==> config.mk <==
export PLATFORM = sky130hd
export DESIGN_NAME = if_fetch_unit
export DESIGN_NICKNAME = d
export VERILOG_FILES = /design/src/rtl/if_pkg.sv /design/src/rtl/if_skid_buffer.sv /design/src/rtl/if_fetch_unit.sv
export SDC_FILE = /design/constraint.sdc
export NUM_CORES = 1
export LEC_CHECK = 0
export CAP_MARGIN = 20
export CORE_MARGIN = 10
export CORE_UTILIZATION = 49
export DETAILED_ROUTE_END_ITERATION = 7
export PLACE_DENSITY = 0.81
export SKIP_LAST_GASP = 1
export SLEW_MARGIN = 20
export SYNTH_ARGS = -nofsm -noshare
export SYNTH_HDL_FRONTEND = slang
export SYNTH_HIERARCHICAL = 1
export SYNTH_SLANG_ARGS = --single-unit
export TNS_END_PERCENT = 5
==> constraint.sdc <==
create_clock -name clk -period 3.45 [get_ports clk]
set_input_delay 0.5175 -clock clk [delete_from_list [all_inputs] [get_ports clk]]
set_output_delay 0.5175 -clock clk [all_outputs]
set_load 0.02 [all_outputs]
==> src/rtl/if_pkg.sv <==
// Shared types and constants for the instruction-fetch stage.
package if_pkg;

  localparam logic [31:0] NOP_INSTR = 32'h00000013;
  localparam int unsigned PC_INCR   = 4;

  typedef enum logic [1:0] {
    FETCH = 2'd0,
    HOLD  = 2'd1,
    DRAIN = 2'd2
  } fetch_state_e;

endpackage

==> src/rtl/if_skid_buffer.sv <==
// One-entry instruction/PC holding register used while IF/ID is stalled.
module if_skid_buffer
  import if_pkg::*;
#(
  parameter int XLEN = 32
) (
  input  logic            clk,
  input  logic            reset,
  input  logic            load,
  input  logic            clear,
  input  logic [31:0]     instr_in,
  input  logic [XLEN-1:0] pc_in,
  output logic            valid,
  output logic [31:0]     instr,
  output logic [XLEN-1:0] pc
);

  logic            valid_q, valid_d;
  logic [31:0]     instr_q, instr_d;
  logic [XLEN-1:0] pc_q, pc_d;

  // A flush or a drain into IF/ID always beats a new load.
  always_comb begin
    valid_d = valid_q;
    instr_d = instr_q;
    pc_d    = pc_q;
    if (clear) begin
      valid_d = 1'b0;
    end else if (load) begin
      valid_d = 1'b1;
      instr_d = instr_in;
      pc_d    = pc_in;
    end
  end

  always_ff @(posedge clk or posedge reset) begin
    if (reset) begin
      valid_q <= 1'b0;
      instr_q <= NOP_INSTR;
      pc_q    <= '0;
    end else begin
      valid_q <= valid_d;
      instr_q <= instr_d;
      pc_q    <= pc_d;
    end
  end

  assign valid = valid_q;
  assign instr = instr_q;
  assign pc    = pc_q;

endmodule

==> src/rtl/if_fetch_unit.sv <==
// Instruction-fetch stage: imem request handshake, next-PC selection and
// IF/ID pipeline registers with stall hold, skid buffer and branch flush.
//
// state | meaning
// FETCH | request at pc (or at the latched address while waiting)
// HOLD  | fetched word parked in the skid buffer, IF/ID stalled
// DRAIN | waiting out a request killed by a branch; its data is dropped
module if_fetch_unit
  import if_pkg::*;
#(
  parameter int XLEN = 32
) (
  input  logic            clk,
  input  logic            reset,
  input  logic [XLEN-1:0] pc,
  output logic [XLEN-1:0] pc_next,
  input  logic            branch_taken,
  input  logic [XLEN-1:0] branch_target,
  input  logic            stall_in,
  output logic            imem_req,
  output logic [XLEN-1:0] imem_addr,
  input  logic            imem_ready,
  input  logic [31:0]     imem_rdata,
  output logic            if_valid,
  output logic [31:0]     if_instr,
  output logic [XLEN-1:0] if_pc
);

  fetch_state_e    state_q, state_d;
  logic            pending_q, pending_d;
  logic [XLEN-1:0] addr_q, addr_d;
  logic            if_valid_q, if_valid_d;
  logic [31:0]     if_instr_q, if_instr_d;
  logic [XLEN-1:0] if_pc_q, if_pc_d;

  logic            req;
  logic [XLEN-1:0] req_addr;
  logic            buf_load, buf_clear, buf_valid;
  logic [31:0]     buf_instr;
  logic [XLEN-1:0] buf_pc;

  assign req      = (state_q != HOLD);
  assign req_addr = pending_q ? addr_q : pc;

  always_comb begin
    state_d    = state_q;
    pending_d  = pending_q;
    addr_d     = addr_q;
    if_valid_d = if_valid_q;
    if_instr_d = if_instr_q;
    if_pc_d    = if_pc_q;
    buf_load   = 1'b0;
    buf_clear  = 1'b0;
    pc_next    = pc;

    // Latch the address on the first unanswered cycle so it stays stable even
    // though pc is not advanced; a branch in that cycle abandons the request.
    if (req && !pending_q && !imem_ready && !branch_taken) begin
      pending_d = 1'b1;
      addr_d    = pc;
    end
    if (req && imem_ready) begin
      pending_d = 1'b0;
    end

    if (branch_taken) begin
      pc_next    = branch_target;
      if_valid_d = 1'b0;
      if_instr_d = NOP_INSTR;
      buf_clear  = 1'b1;
      case (state_q)
        FETCH:   state_d = (pending_q && !imem_ready) ? DRAIN : FETCH;
        HOLD:    state_d = FETCH;
        DRAIN:   state_d = DRAIN;
        default: state_d = FETCH;
      endcase
    end else begin
      case (state_q)
        FETCH: begin
          if (imem_ready) begin
            pc_next = pc + XLEN'(PC_INCR);
            if (stall_in) begin
              buf_load = 1'b1;
              state_d  = HOLD;
            end else begin
              if_valid_d = 1'b1;
              if_instr_d = imem_rdata;
              if_pc_d    = req_addr;
            end
          end else if (!stall_in) begin
            if_valid_d = 1'b0;
            if_instr_d = NOP_INSTR;
          end
        end
        HOLD: begin
          if (!stall_in) begin
            if_valid_d = buf_valid;
            if_instr_d = buf_instr;
            if_pc_d    = buf_pc;
            buf_clear  = 1'b1;
            state_d    = FETCH;
          end
        end
        DRAIN: begin
          if (imem_ready) begin
            state_d = FETCH;
          end
        end
        default: state_d = FETCH;
      endcase
    end
  end

  always_ff @(posedge clk or posedge reset) begin
    if (reset) begin
      state_q    <= FETCH;
      pending_q  <= 1'b0;
      addr_q     <= '0;
      if_valid_q <= 1'b0;
      if_instr_q <= NOP_INSTR;
      if_pc_q    <= '0;
    end else begin
      state_q    <= state_d;
      pending_q  <= pending_d;
      addr_q     <= addr_d;
      if_valid_q <= if_valid_d;
      if_instr_q <= if_instr_d;
      if_pc_q    <= if_pc_d;
    end
  end

  if_skid_buffer #(
    .XLEN(XLEN)
  ) u_skid (
    .clk      (clk),
    .reset    (reset),
    .load     (buf_load),
    .clear    (buf_clear),
    .instr_in (imem_rdata),
    .pc_in    (req_addr),
    .valid    (buf_valid),
    .instr    (buf_instr),
    .pc       (buf_pc)
  );

  assign imem_req  = req;
  assign imem_addr = req_addr;
  assign if_valid  = if_valid_q;
  assign if_instr  = if_instr_q;
  assign if_pc     = if_pc_q;

endmodule
==> results.sh, run 1 <==
export IMPL_insertion_delay_ps=420
export IMPL_finalWorstSetupSlack_ps=-14.8
export IMPL_powerDensity_nw_per_um2=585
export IMPL_htree_levels=4
export IMPL_clkPwrFrac_pct=27.4
export IMPL_cts_tree="yes"
export IMPL_antenna_cells=0
export IMPL_gp_congestion=0.856
export IMPL_status="finished with violations"
export IMPL_cts_sinks=165
export IMPL_grt_pass1_vias=7091
export IMPL_vias=6743
export IMPL_yosysSeqAreaShare_pct=48.0
export IMPL_synth_top_flop_cell="dfrtp_1"
export IMPL_hp_class="flop to flop"
export IMPL_combPwrFrac_pct=31.9
export IMPL_cp_common_cell="clkdlybuf4s50_1"
export IMPL_cts_root_buf="clkbuf_16"
export IMPL_fmaxAchievable_ghz=0.289
export IMPL_final_cell_area_sq_um=11900
export IMPL_fp_dieW_um=153
export IMPL_ant_nets=0
export IMPL_setup_viol=1
export IMPL_synth_edf_count=0
export IMPL_grt_overflow=0
export IMPL_rows=48
export IMPL_ios=231
export IMPL_path_cells="clkdlybuf4s50_1, and4_1, buf_4, nand4_1, nor3_1, xnor2_1, o21ai_1, clkdlybuf4s50_1"
export IMPL_num_fill_cells=1301
export IMPL_clockBufferDepth=2
export IMPL_period_minus_slack_ps=3460
export IMPL_viasPerCell=5.41
export IMPL_met3WireLength_mm=1.15
export IMPL_place_detailed_hpwl_mm=18.5
export IMPL_syn_area_sq_um=8610
export IMPL_p_int_w=0.00482
export IMPL_drt_pass1_iterations=4
export IMPL_die_y_um=153
export IMPL_hold_viol_final=0
export IMPL_synth_top_area_cell="dfrtp_1"
export IMPL_cpPeakStageDelay_ps=660
export IMPL_slew_viol_final=0
export IMPL_p_seq_share_pct=40.7
export IMPL_ys_async_sr_fraction_pct=100
export IMPL_synth_warning_count=6
export IMPL_critPathLaunchType="input pin"
export IMPL_tightest_slew_ps=937
export IMPL_grt_use_total_pct=21.7
export IMPL_antenna_found_initial=0
export IMPL_power_w=0.00695
export IMPL_synthCells=761
export IMPL_worstPathRequired_ps=2930
export IMPL_endpoint_kind="output pin"
export IMPL_syn_avg_cell_area_sq_um=11.3
export IMPL_maxCapViolations=0
export IMPL_layout_worst_path_cycle_share_pct=100
export IMPL_peakVddDrop_v=0.000367
export IMPL_dr_max_layer_used="met4"
export IMPL_grt_pass1_wl_mm=40.9
export IMPL_synthTopCellsByCount="dfrtp_1 (159), nand2_1 (102), mux2_2 (65)"
export IMPL_yosysUniqueCellTypes=45
export IMPL_numCtsBuffers=17
export IMPL_path_class="input pin to output pin"
export IMPL_nets=1110
export IMPL_start_util_pct=50.0
export IMPL_p_switching_w=0.00214
export IMPL_arrival_ps=2950
export IMPL_critPathMaxFanout=3
export IMPL_design_core_area_sq_um=17200
export IMPL_post_route_drc_count=0
export IMPL_seqCellArea_sq_um=4140
export IMPL_io_buffers=230
export IMPL_fin_setup_tns_ps=-14.8
export IMPL_wl_met2_mm=13.0
export IMPL_dr_first_iter_drc_count=415
export IMPL_rsz0062_at_grt="true"
export IMPL_wl_per_cell_um=20.7
export IMPL_syn2layout_area_growth_pct=38.0
export IMPL_violations="negative setup slack"
export IMPL_hold_path_cell_count=2
export IMPL_reg2regPathDepth=6
export IMPL_fin_skew_ps=7.22
export IMPL_yosysMostFrequentCell="dfrtp_1"
export IMPL_switching_share_pct=30.7
export IMPL_drive_above_1_share_pct=24.4
export IMPL_cp_slowest_cell="clkdlybuf4s50_1"
export IMPL_multiInputGateArea_sq_um=4140
export IMPL_slew_headroom_pct=37.6
export IMPL_clk_pin_slew_ps=60
export IMPL_yosysTopAreaCellShare_pct=46.2
export IMPL_synth_area_top_cells="dfrtp_1 (46%), mux2_4 (10%), mux2_2 (8.5%)"
export IMPL_p_leak_nw=5.15
export IMPL_drt_met1_wl_mm=11.3
export IMPL_synth_seq_cells=165
export IMPL_drt_wl_total_mm=25.8
export IMPL_placed_cell_area_sq_um=11300
export IMPL_syn_nets=863
export IMPL_grt_max_degree=65
export IMPL_dp_slack_ps=42.8
export IMPL_die_area_sq_um=23300
==> per-layer routing <==
| metal | up-vias | GRT usage [%] |
|---|---|---|
| li1 | 3168 | - |
| met1 | 3391 | 27.6 |
| met2 | 162 | 36.2 |
| met3 | 22 | 4.97 |
| met4 | 0 | 5.59 |
| met5 | - | 0 |
==> area by class of cell <==
cell class	instances	area share, %
clock inverter	13	1.22
inverter	7	0.263
sequential	165	34.8
clock buffer	19	3.73
tap	225	2.37
multi-input combinational	535	34.8
timing repair buffer	282	22.8
==> layout by cell type, fill, tap and decap left out, types with 6 or more instances in the layout <==
cell | Yosys | layout
clkdlybuf4s50_1 | 0 | 229
dfrtp_1 | 159 | 158
nand2_1 | 102 | 102
mux2_2 | 65 | 65
mux2_4 | 60 | 60
o21ai_0 | 53 | 53
buf_4 | 0 | 50
o21ai_1 | 42 | 41
a21oi_1 | 36 | 36
mux2i_1 | 35 | 35
and3_1 | 30 | 30
xnor2_1 | 21 | 21
clkbuf_16 | 0 | 17
nor2_1 | 17 | 16
nor3_2 | 8 | 9
nand3_1 | 9 | 9
nor4_2 | 7 | 7
nand4_1 | 6 | 6
xor2_1 | 6 | 6
dfstp_2 | 6 | 6
==> worst paths after layout <==
path / endpoint / from / slack (ps)
min reg2reg: if_pc[0]$_DFFE_PP0P_ / if_pc[0]$_DFFE_PP0P_ / 480
max in group asynchronous: if_instr[1]$_DFFE_PP1P_ / reset / 2140
min in group asynchronous: u_skid/instr[5]$_DFFE_PP0P_ / reset / 510
max: pc_next[24] / pc[12] / -10
max reg2reg: u_skid/pc[2]$_DFFE_PP0P_ / state_q[0]$_DFFE_PP0P_ / 1210
min: if_pc[0]$_DFFE_PP0P_ / if_pc[0]$_DFFE_PP0P_ / 480
==> power groups by stage <==
stage               registers [W]  clock network [W]  logic (W)
global route              0.00289            0.00202    0.00237
finish                    0.00283            0.00191    0.00222
detailed placement        0.00285                  0    0.00223
global placement          0.00281                  0    0.00218
CTS                       0.00283            0.00193    0.00224
floorplan                 0.00295                  0    0.00114
==> worst max-delay path, delay by kind of cell <==
kind / cells / cell delay, ps
AO/OA/AOI/OAI: 1 / 240
XOR/XNOR: 1 / 130
buffers and inverters: 3 / 1310
AND/OR/NAND/NOR: 3 / 740
==> flip-flops by register name (all words and copies together), names as in the netlist <==
signal,count
pending_q,1
if_valid,1
u_skid/pc,32
if_pc,32
addr_q,32
state_q,2
if_instr,32
u_skid/valid,1
u_skid/instr,32
==> stage by stage <==
step | hold WS [ps] | instances | util, %
floorplan | 452 | 761 | -
global placement | 461 | 1212 | 65.4
detailed placement | 469 | 1212 | 65.4
CTS | 484 | 1244 | 68.8
global route | 511 | 1246 | 69.0
finish | 479 | 1246 | 69.0
==> kinds of logic after synthesis <==
group,after synthesis,synth area share (%)
compound gates,135,7.99
fa+ha+maj,1,0.145
flops,165,48.0
xor+xnor,27,2.75
mux,164,23.5
simple gates,208,13.3
buf+inv,61,4.29
==> what timing repair did <==
action,4_1_cts,5_1_grt
hold buffers,0,0
setup buffers,0,2
hold endpoints to repair,0,0
endpoints found under the setup margin,0,10
gates resized for setup,0,1
No activity file was read; power rests on OpenSTA's default activity.
==> inputs of run 2 (changes only) <==
==> constraint.sdc (replaced) <==
create_clock -name clk -period 3.45 [get_ports clk]
set_input_delay 0.5175 -clock clk [delete_from_list [all_inputs] [get_ports clk]]
set_output_delay 0.5175 -clock clk [all_outputs]
set_load 0.05 [all_outputs]
==> results.sh, run 2 (synthesis results as in run 1) <==
export IMPL_status="finished, final reports clean"
export IMPL_final_cell_area_sq_um=12000
export IMPL_powerDensity_nw_per_um2=648
export IMPL_cts_resized=0
export IMPL_busiest_layer="met2"
export IMPL_endpoint_kind="output pin"
export IMPL_nets=1079
export IMPL_use_met1_pct=27.2
export IMPL_drive_above_1_share_pct=25.2
export IMPL_place_detailed_hpwl_mm=17.9
export IMPL_grtUsageMet3_pct=4.83
export IMPL_maxCapViolations=0
export IMPL_arrival_ps=2640
export IMPL_hold_viol_final=0
export IMPL_antenna_found_initial=1
export IMPL_htree_levels=4
export IMPL_clk_pin_slew_ps=60
export IMPL_hp_class="flop to flop"
export IMPL_grt_pass1_vias=6922
export IMPL_ios=231
export IMPL_grt_pass1_wl_mm=40.5
export IMPL_period_minus_slack_ps=3160
export IMPL_io_buffers=230
export IMPL_cts_hold_buf=0
export IMPL_vias=6596
export IMPL_layout_common_cells="clkdlybuf4s50_1 (198), dfrtp_1 (158), nand2_1 (102)"
export IMPL_design_core_area_sq_um=17200
export IMPL_layout_worst_path_cycle_share_pct=91.5
export IMPL_rsz0062_at_grt="false"
export IMPL_numCtsBuffers=17
export IMPL_syn2layout_area_growth_pct=39.1
export IMPL_fp_dieW_um=153
export IMPL_slew_headroom_pct=38.6
export IMPL_fin_skew_ps=8.32
export IMPL_dr_first_iter_drc_count=422
export IMPL_rows=48
export IMPL_insertion_delay_ps=420
export IMPL_wl_per_cell_um=20.8
export IMPL_post_route_drc_count=0
export IMPL_seqCellArea_sq_um=4140
export IMPL_critPathMaxFanout=17
export IMPL_worstPathRequired_ps=2930
export IMPL_grt_use_total_pct=21.4
export IMPL_grt_use_met2_pct=34.9
export IMPL_fin_setup_tns_ps=0
export IMPL_final_common_cell="clkdlybuf4s50_1"
export IMPL_p_leak_nw=5.18
export IMPL_peakVddDrop_v=0.000459
export IMPL_post_route_util_pct=69.5
export IMPL_finalWorstSetupSlack_ps=295
export IMPL_cts_sinks=165
export IMPL_path_class="input pin to output pin"
export IMPL_antenna_cells=0
export IMPL_clockBufferDepth=2
export IMPL_drt_wl_total_mm=25.3
export IMPL_num_fill_cells=1265
export IMPL_slew_viol_final=0
export IMPL_dp_slack_ps=303
export IMPL_setup_viol=0
export IMPL_post_cts_setup_buffers=0
export IMPL_critPathLaunchType="input pin"
export IMPL_placed_cell_area_sq_um=11300
export IMPL_multiInputGateArea_sq_um=4130
export IMPL_power_w=0.00776
export IMPL_gp_congestion=0.870
export IMPL_fmaxAchievable_ghz=0.317
export IMPL_cts_tree="yes"
export IMPL_grt_overflow=0
export IMPL_tightest_slew_ps=921
export IMPL_start_util_pct=50.0
export IMPL_viasPerCell=5.43
export IMPL_grt_max_degree=66
export IMPL_die_y_um=153
export IMPL_cts_root_buf="clkbuf_16"
export IMPL_ant_nets=0
export IMPL_die_area_sq_um=23300
export IMPL_drt_pass1_iterations=5
## run 2: power breakdown
group          leakage (nW)  internal, W  switching (W)  total, W
clock                 0.312      0.00126       0.000845   0.00210
sequential             2.05      0.00250       0.000324   0.00282
combinational          2.82      0.00125        0.00159   0.00284
## run 2: cell type report
type / instances / area share (%)
clock buffer: 18 / 3.67
multi-input combinational: 535 / 34.5
inverter: 7 / 0.261
clock inverter: 14 / 1.75
sequential: 165 / 34.5
tap: 225 / 2.35
timing repair buffer: 251 / 23.0
## run 2: worst paths after layout
path / start / end / slack [ps] / cells past startpoint
worst max-delay path: pc[10] / pc_next[27] / 290 / 7
min in group asynchronous: reset / if_instr[3]$_DFFE_PP0P_ / 550 / 2
worst max register to register: state_q[1]$_DFFE_PP0P_ / u_skid/pc[23]$_DFFE_PP0P_ / 1410 / 6
max in group asynchronous: reset / addr_q[20]$_DFFE_PP0P_ / 2070 / 3
worst min-delay path: if_instr[26]$_DFFE_PP0P_ / if_instr[26]$_DFFE_PP0P_ / 480 / 2
worst min register to register: if_instr[26]$_DFFE_PP0P_ / if_instr[26]$_DFFE_PP0P_ / 480 / 2
## run 2: per-layer routing
metal / wire, um / part of all wire (%)
met1: 11000 / 43
met3: 1130 / 4.5
met4: 603 / 2.4
met5: 13 / 0.051
met2: 12600 / 50
## run 2: worst max-delay path: stages
cell and delay, ps:
clkdlybuf4s50_1 580, and4_1 310, nand3_4 260, nor4_2 410, xnor2_1 140, o21ai_1 230
buf_12 170
## run 2: per-stage QoR
stage / cells / hold WS (ps)
after CTS: 1215 / 484
after global routing: 1215 / 497
after global placement: 1183 / 460
after floorplan: 761 / 452
after detailed placement: 1183 / 468
final: 1215 / 478
